[src/rtl/multicycle_controller.sv]
// Multi-cycle RV32I control unit.
// A Moore FSM steps each instruction (lw, sw, R-type, I-type ALU, beq, jal)
// through fetch/decode/execute/memory/writeback using one shared memory and
// one ALU. It also handles memory wait states, traps illegal opcodes and
// counts retired instructions.
module multicycle_controller #(
  parameter int CNT_W      = 32,
  parameter bit MEM_STALL  = 1'b1,
  parameter bit ENABLE_JAL = 1'b1
) (
  input  logic             i_clk,
  input  logic             i_arst,
  input  logic [6:0]       i_opcode,
  input  logic [2:0]       i_funct3,
  input  logic             i_funct7bit5,
  input  logic             i_zero,
  input  logic             i_memReady,
  output logic             o_pcWriteEn,
  output logic             o_irWriteEn,
  output logic             o_adrSrc,
  output logic             o_memWriteEn,
  output logic             o_regWriteEn,
  output logic [1:0]       o_resultSrc,
  output logic [1:0]       o_aluSrcA,
  output logic [1:0]       o_aluSrcB,
  output logic [3:0]       o_aluLogicOperation,
  output logic [2:0]       o_immSrc,
  output logic             o_illegal,
  output logic [CNT_W-1:0] o_retired
);

  // Major opcodes understood by this controller.
  localparam logic [6:0] OP_LW   = 7'b0000011;
  localparam logic [6:0] OP_SW   = 7'b0100011;
  localparam logic [6:0] OP_R    = 7'b0110011;
  localparam logic [6:0] OP_IALU = 7'b0010011;
  localparam logic [6:0] OP_BEQ  = 7'b1100011;
  localparam logic [6:0] OP_JAL  = 7'b1101111;

  // ALU operation codes used directly by the sequencer.
  localparam logic [3:0] ALU_ADD = 4'b0000;
  localparam logic [3:0] ALU_SUB = 4'b1000;

  // Datapath select encodings.
  localparam logic [1:0] SRCA_PC    = 2'b00;
  localparam logic [1:0] SRCA_OLDPC = 2'b01;
  localparam logic [1:0] SRCA_RS1   = 2'b10;
  localparam logic [1:0] SRCB_RS2   = 2'b00;
  localparam logic [1:0] SRCB_IMM   = 2'b01;
  localparam logic [1:0] SRCB_FOUR  = 2'b10;
  localparam logic [1:0] RES_ALUOUT = 2'b00;
  localparam logic [1:0] RES_RDATA  = 2'b01;
  localparam logic [1:0] RES_ALU    = 2'b10;

  typedef enum logic [3:0] {
    FETCH    = 4'd0,
    DECODE   = 4'd1,
    MEMADR   = 4'd2,
    MEMREAD  = 4'd3,
    MEMWB    = 4'd4,
    MEMWRITE = 4'd5,
    EXEC_R   = 4'd6,
    EXEC_I   = 4'd7,
    ALUWB    = 4'd8,
    BEQ      = 4'd9,
    JAL      = 4'd10,
    TRAP     = 4'd11
  } state_t;

  state_t           stateReg;
  state_t           stateNext;
  logic             jalPendReg;
  logic             illegalReg;
  logic [CNT_W-1:0] retiredReg;

  logic       memReadyEff;
  logic       isLoad;
  logic       isStore;
  logic       isRType;
  logic       isIAlu;
  logic       isBeq;
  logic       isJal;
  logic       retire;
  logic       pcWe;
  logic       irWe;
  logic       adrSel;
  logic       memWe;
  logic       regWe;
  logic [1:0] resultSel;
  logic [1:0] srcASel;
  logic [1:0] srcBSel;
  logic [3:0] aluOp;
  logic [2:0] immSel;

  // With stalling disabled the memory is assumed to finish every access in one cycle.
  assign memReadyEff = (MEM_STALL != 1'b0) ? i_memReady : 1'b1;

  assign isLoad  = (i_opcode == OP_LW);
  assign isStore = (i_opcode == OP_SW);
  assign isRType = (i_opcode == OP_R);
  assign isIAlu  = (i_opcode == OP_IALU);
  assign isBeq   = (i_opcode == OP_BEQ);
  // When jal support is built out, the jal opcode falls through to the trap.
  assign isJal   = (ENABLE_JAL != 1'b0) && (i_opcode == OP_JAL);

  // State register; reset parks the machine in FETCH.
  always_ff @(posedge i_clk or posedge i_arst) begin
    if (i_arst) begin
      stateReg <= FETCH;
    end else begin
      stateReg <= stateNext;
    end
  end

  // Remembers that the ALUWB about to run belongs to a jal that already retired.
  always_ff @(posedge i_clk or posedge i_arst) begin
    if (i_arst) begin
      jalPendReg <= 1'b0;
    end else begin
      jalPendReg <= (stateReg == JAL);
    end
  end

  // Sticky illegal flag, raised on the edge that enters TRAP.
  always_ff @(posedge i_clk or posedge i_arst) begin
    if (i_arst) begin
      illegalReg <= 1'b0;
    end else if (stateNext == TRAP) begin
      illegalReg <= 1'b1;
    end
  end

  // Retired-instruction counter, one increment per completed instruction, wrapping.
  always_ff @(posedge i_clk or posedge i_arst) begin
    if (i_arst) begin
      retiredReg <= '0;
    end else if (retire) begin
      retiredReg <= retiredReg + CNT_W'(1);
    end
  end

  // Next-state and per-state datapath controls (Moore, apart from ready/zero qualifiers).
  always_comb begin
    stateNext = stateReg;
    pcWe      = 1'b0;
    irWe      = 1'b0;
    adrSel    = 1'b0;
    memWe     = 1'b0;
    regWe     = 1'b0;
    resultSel = RES_ALUOUT;
    srcASel   = SRCA_PC;
    srcBSel   = SRCB_RS2;
    aluOp     = ALU_ADD;
    retire    = 1'b0;
    case (stateReg)
      FETCH: begin
        // PC + 4 goes straight back to the PC through the ALU result path.
        adrSel    = 1'b0;
        srcASel   = SRCA_PC;
        srcBSel   = SRCB_FOUR;
        aluOp     = ALU_ADD;
        resultSel = RES_ALU;
        if (memReadyEff) begin
          irWe      = 1'b1;
          pcWe      = 1'b1;
          stateNext = DECODE;
        end
      end
      DECODE: begin
        // Speculatively compute the branch/jump target oldPC + imm.
        srcASel = SRCA_OLDPC;
        srcBSel = SRCB_IMM;
        aluOp   = ALU_ADD;
        if (isLoad || isStore) begin
          stateNext = MEMADR;
        end else if (isRType) begin
          stateNext = EXEC_R;
        end else if (isIAlu) begin
          stateNext = EXEC_I;
        end else if (isBeq) begin
          stateNext = BEQ;
        end else if (isJal) begin
          stateNext = JAL;
        end else begin
          stateNext = TRAP;
        end
      end
      MEMADR: begin
        srcASel   = SRCA_RS1;
        srcBSel   = SRCB_IMM;
        aluOp     = ALU_ADD;
        stateNext = isLoad ? MEMREAD : MEMWRITE;
      end
      MEMREAD: begin
        adrSel    = 1'b1;
        resultSel = RES_ALUOUT;
        if (memReadyEff) begin
          stateNext = MEMWB;
        end
      end
      MEMWB: begin
        resultSel = RES_RDATA;
        regWe     = 1'b1;
        retire    = 1'b1;
        stateNext = FETCH;
      end
      MEMWRITE: begin
        // Write strobe stays up for the whole wait-state stretch.
        adrSel = 1'b1;
        memWe  = 1'b1;
        if (memReadyEff) begin
          retire    = 1'b1;
          stateNext = FETCH;
        end
      end
      EXEC_R: begin
        srcASel   = SRCA_RS1;
        srcBSel   = SRCB_RS2;
        aluOp     = {i_funct7bit5, i_funct3};
        stateNext = ALUWB;
      end
      EXEC_I: begin
        // Only the shift-right group uses bit 30 (srli/srai); elsewhere it is immediate data.
        srcASel   = SRCA_RS1;
        srcBSel   = SRCB_IMM;
        aluOp     = (i_funct3 == 3'b101) ? {i_funct7bit5, i_funct3} : {1'b0, i_funct3};
        stateNext = ALUWB;
      end
      ALUWB: begin
        resultSel = RES_ALUOUT;
        regWe     = 1'b1;
        retire    = !jalPendReg;
        stateNext = FETCH;
      end
      BEQ: begin
        // ALUOut holds the target from DECODE; load it only when rs1 == rs2.
        srcASel   = SRCA_RS1;
        srcBSel   = SRCB_RS2;
        aluOp     = ALU_SUB;
        resultSel = RES_ALUOUT;
        pcWe      = i_zero;
        retire    = 1'b1;
        stateNext = FETCH;
      end
      JAL: begin
        // PC <- target in ALUOut while the ALU forms the link value oldPC + 4.
        srcASel   = SRCA_OLDPC;
        srcBSel   = SRCB_FOUR;
        aluOp     = ALU_ADD;
        resultSel = RES_ALUOUT;
        pcWe      = 1'b1;
        retire    = 1'b1;
        stateNext = ALUWB;
      end
      TRAP: begin
        stateNext = TRAP;
      end
      default: begin
        stateNext = FETCH;
      end
    endcase
  end

  // Immediate format follows the opcode in every state.
  always_comb begin
    immSel = 3'b000;
    case (i_opcode)
      OP_LW:   immSel = 3'b000;
      OP_IALU: immSel = 3'b000;
      OP_SW:   immSel = 3'b001;
      OP_BEQ:  immSel = 3'b010;
      OP_JAL:  immSel = 3'b011;
      default: immSel = 3'b000;
    endcase
  end

  // Write enables are cut off combinationally the moment reset rises.
  assign o_pcWriteEn         = pcWe  & ~i_arst;
  assign o_irWriteEn         = irWe  & ~i_arst;
  assign o_memWriteEn        = memWe & ~i_arst;
  assign o_regWriteEn        = regWe & ~i_arst;
  assign o_adrSrc            = adrSel;
  assign o_resultSrc         = resultSel;
  assign o_aluSrcA           = srcASel;
  assign o_aluSrcB           = srcBSel;
  assign o_aluLogicOperation = aluOp;
  assign o_immSrc            = immSel;
  assign o_illegal           = illegalReg;
  assign o_retired           = retiredReg;

endmodule

[config.mk]
export PLATFORM = sky130hd
export DESIGN_NAME = multicycle_controller
export DESIGN_NICKNAME = d
export VERILOG_FILES = /design/src/rtl/multicycle_controller.sv
export SDC_FILE = /design/constraint.sdc
export NUM_CORES = 1
export LEC_CHECK = 0
export BUFFER_PORTS_ARGS = -buffer_cell sky130_fd_sc_hd__buf_2
export CORE_MARGIN = 3
export CORE_UTILIZATION = 51
export DETAILED_ROUTE_END_ITERATION = 10
export PLACE_DENSITY = 0.84
export SLEW_MARGIN = 20
export SYNTH_ARGS = -nofsm -noshare
export SYNTH_HDL_FRONTEND = slang
export SYNTH_SLANG_ARGS = --single-unit
[constraint.sdc]
create_clock -name i_clk -period 2.8 [get_ports i_clk]
set_input_delay 0.7 -clock i_clk [delete_from_list [all_inputs] [get_ports i_clk]]
set_output_delay 0.7 -clock i_clk [all_outputs]
set_load 0.03 [all_outputs]
---- After elaboration in Yosys (flattened, before gate mapping) ----
Cells that the tools add are included.
cells by class
  add/sub/neg operators ................... 1
  equality and inequality tests ........... 19
  mux-type cells .......................... 23
  bitwise gates (word level) .............. 5
  reductions and logical operators ........ 11
operators with widths
  cell                                                 number
  adder 32 x 1 -> 32 bit, second input constant        1
  two-way mux 4 bit                                    7
  case mux 4 bit (7 select lines)                      1
  equality test 4 bit, second input constant           5
  equality test 4 x 3 -> 1 bit, second input constant  4
  equality test 7 x 6 -> 1 bit, second input constant  2
  equality test 7 bit, second input constant           2
  case mux 2 bit (2 select lines)                      3
  case mux 4 bit (3 select lines)                      1
  OR reduction 3 bit                                   3
  equality test 4 x 2 -> 1 bit, second input constant  2
  OR reduction 2 bit                                   4
  equality test 7 x 2 -> 1 bit, second input constant  1
  equality test 7 x 5 -> 1 bit, second input constant  1
  two-way mux 1 bit                                    6
  case mux 1 bit (3 select lines)                      2
  case mux 2 bit (3 select lines)                      1
  bitwise AND 1 bit                                    4
  equality test 4 x 1 -> 1 bit, second input constant  1
  logical NOT 4 bit                                    1
  OR reduction 4 bit                                   1
  equality test 3 bit, second input constant           1
  two-way mux 3 bit                                    1
  two-way mux 2 bit                                    1
  other kinds (3)                                      3
word-level totals
  flip-flop bits (word level) ............. 38
  input bits .............................. 15
  output and inout port bits .............. 51
  word-level logic and storage cells ...... 63

---- Logic depth before layout (Yosys ltp) ----
  depth in word-level cells ............... 8
  gate-level depth with buffers ........... 8
  mapped depth without buffers ............ 6

---- Least setup slack after synthesis ----
Ideal clock, no wire load.
  path type ............................... reg2out
  from .................................... register stateReg[3]
  to ...................................... output o_regWriteEn
  arrival time ............................ 2305 ps
  required time ........................... 2100 ps
  path slack .............................. -205 ps
  cell stages (with the launch flop) ...... 5
  buffers on the path ..................... 1
  cells stage by stage .................... dfrtp_1 -> clkbuf_4 -> inv_2 -> nand2_1 -> a2111oi_0
on the way
  longest elaborated chain between the ends .. 4
  elaborated cells on any way between the ends .. 5
  those cells by class .................... eq/ne (2); mux (1); bitwise (1); reduce/logical (1)
RTL lines
  item                                                                 line  text
  from (decl)                                                          70    state_t stateReg;
  from (signal assigned)                                               111   stateReg <= stateNext;
  equality test 4 x 3 -> 1 bit or equality test 4 bit (tied branches)  155   case (stateReg)
  OR reduction 2 bit (no line) *                                       --
  two-way mux 1 bit *                                                  155
  bitwise AND 1 bit *                                                  281   assign o_regWriteEn = regWe & ~i_arst;
  to (decl)                                                            22    output logic o_regWriteEn,
Mark *: on every way between the ends. The rest lies on a longest branch, timed or not.

---- Final worst setup path ----
  from .................................... register stateReg[3]
  to ...................................... output o_pcWriteEn
on the way
  longest elaborated chain between the ends .. 3
  elaborated cells on any way between the ends .. 5
  those cells by class .................... eq/ne (2); mux (1); bitwise (1); reduce/logical (1)
RTL lines
  item                                                      line  text
  equality test 4 bit or logical NOT 4 bit (tied branches)  155
  case mux 1 bit (3 select lines) *                         155
  bitwise AND 1 bit *                                       278   assign o_pcWriteEn = pcWe & ~i_arst;
  to (decl)                                                 18    output logic o_pcWriteEn,
Marks and branches as above.

==> results.toml <==
[cts]
clk_pin_slew_ps = 80
cts_sinks = 38
numCtsBuffers = 5
cts_tree = "built"
htree_levels = 2
cts_resized = 0
cts_root_buffer = "clkbuf_8"
clockBufferDepth = 2
hold_buffers = 0
cts_setup_buffers = 0
clock_latency_ps = 290

[global_route]
antenna_found_initial = 0
first_global_vias = 1748
grt_pass1_wl_um = 7870
track_usage_pct = 19.1
grt_max_degree = 39
grt_overflow = 0

[floorplanning]
die_width_um = 71.7
rows = 23
die_area_um2 = 5150
io_pins = 66
dieHeight_um = 71.7
start_util_pct = 53.9
core_um2 = 4090

[layout]
seqCellArea_um2 = 951
drive_above_1_share_pct = 35.3
finalNetCount = 301
stdcell_count = 336
antenna_cells = 0
fillers = 338
syn2layout_area_growth_pct = 20.3
multi_input_area_um2 = 1170

[timing]
fin_crit_sh_pct = 92.0
setup_violations = 0
hold_viol = 0
finalCriticalPeriod_ps = 2580
setup_tns_ps = 0
tightest_slew_ps = 665
setup_ws_ps = 224
slew_headroom_pct = 55.7
finClkSkew_ps = 10.3
fmax_ghz = 0.388
finalMaxSlewViolations = 0
rsz0062_at_grt = "false"

[synth]
synth_top_family_by_area = "simple AND/OR/NAND/NOR gates"
yosys.area_share.adder_pct = 0.568
ys_seq_area_share_pct = 43.1
synth_top_cell_by_area = "dfrtp_1"
yosysWarnings = 0
synth_edf_count = 0
netlist_top_cells_count = "dfrtp_1 (38), nand2_1 (18), xor2_1 (18)"
synth.cell_area_um2 = 2200
synth_most_common_cell = "dfrtp_1"
synth.area.top_cells = "dfrtp_1 (43%), xor2_1 (7.2%), xnor2_1 (6.0%)"
async_flop_share_pct = 100
ys_seq_elements = 38
synth-xor-area-share_pct = 13.1
synth.distinct_cells = 56
avgSynthCellArea_um2 = 10.1
synth_top_area_share_pct = 43.1
synthMuxAreaShare_pct = 0.965
syn_inst = 219
syn_nets = 235
synth-compound-area-share_pct = 6.92
synth-simple-area-share_pct = 31.0
synthFlopType = "dfrtp_1"

[placed_design]
pre_cts_slack_ps = 278
portBuffers = 64
place_congestion = 0.817
dp_cells = 328
dp_hpwl_um = 3500

[run_status]
status = "finished clean"

[drt]
num_vias = 1843
ant_nets = 0
routedWlPerCell_um = 13.9
drc = 0
vias_per_cell = 5.49
dr.pass1.iters = 4
drt_iter0_markers = 84
totalWireLength_um = 4690

[pwr]
p_per_area_nw_per_um2 = 793
p_leak_nw = 1.33
total_power_w = 0.00210
irDropWorstVdd_uv = 726

[worst_setup_path]
worst_ep_arrival_time_ps = 1880
endpoint_kind = "output pin"
cp_data_required_time_ps = 2100
critPathKind = "reg -> out"
startpoint_type = "flip-flop"
cp_max_fo = 11

[min_path]
min_path_type = "reg -> reg"

[flow_run]
maxCapViolations = 0
==> worst max-delay path, cell delays in order (launching register included) <==
cell and delay (ps):
dfrtp_1 530, or2b_2 370, nor2_1 100, a21oi_1 50
o22a_1 200, nor3_1 110, buf_2 220
==> logic make-up (layout without fill, tap and decap cells) <==
family | Yosys count | count (layout)
buffers and inverters | 16 | 83
AOI/OAI and AO/OA | 19 | 19
adders and majority gates | 1 | 1
and+or+nand+nor | 109 | 109
xor gates and xnor gates | 33 | 33
DFF | 38 | 38
muxes | 2 | 2
other | 1 | 1
==> report_power, final <==
part | internal (W) | leakage, nW | switching (W) | total, W
logic | 0.000345 | 0.788 | 0.000623 | 0.000968
registers | 0.000626 | 0.497 | 0.000124 | 0.000750
clock network | 0.000199 | 0.0482 | 0.000187 | 0.000386
==> cell usage in the layout, fill, tap and decap left out, types with 2 or more instances in the layout <==
cell type	count
nor3_1	9
or3_4	2
nor4_2	4
xnor2_1	15
xor2_1	18
nand2_1	18
nor2b_1	3
buf_4	4
or2_2	2
o21ai_0	4
nand3_1	9
and3_1	7
a21oi_1	5
inv_1	5
buf_2	64
nand2b_1	5
nor3_2	4
and4_1	3
and2_1	3
clkbuf_8	6
dfrtp_1	38
or3_1	2
nand4_1	10
nor2_1	14
==> sequential cells by signal, summed over array words and instances (netlist names) <==
name	count
o_retired	32
stateReg	4
jalPendReg	1
o_illegal	1
==> through the flow <==
step	cell area [um^2]	utilization (%)	hold slack, ps
2_1_floorplan	2210	-	621
3_3_place_gp	2560	62.6	453
3_5_place_dp	2560	62.6	468
4_1_cts	2650	64.9	478
5_1_grt	2650	64.9	501
6_report	2650	64.9	483
==> worst paths after layout <==
check | from | endpoint | slack [ps] | depth (start not counted)
max | stateReg[3] | o_pcWriteEn | 220 | 6
min | o_retired[31] | o_retired[31] | 480 | 1
max reg2reg | stateReg[3] | o_retired[29] | 420 | 5
min reg2reg | o_retired[31] | o_retired[31] | 480 | 1
max in group asynchronous | i_arst | o_retired[22] | 1890 | 3
min in group asynchronous | i_arst | stateReg[3] | 580 | 3
==> layout make-up <==
| cell class | instances | share of cell area, % |
|---|---|---|
| Multi-Input combinational cell | 165 | 44.1 |
| Sequential cell | 38 | 35.9 |
| Timing Repair Buffer | 68 | 13.2 |
| Clock buffer | 7 | 3.26 |
| Tap cell | 50 | 2.36 |
| Inverter | 7 | 0.991 |
| Clock inverter | 1 | 0.189 |
==> metal layers <==
layer	GRT usage (%)	part of all wire, %
met5	0	0
met2	31.2	49
met3	3.93	5.4
met4	5.64	0.36
met1	25.5	45
No activity file was read; power rests on OpenSTA's default activity.
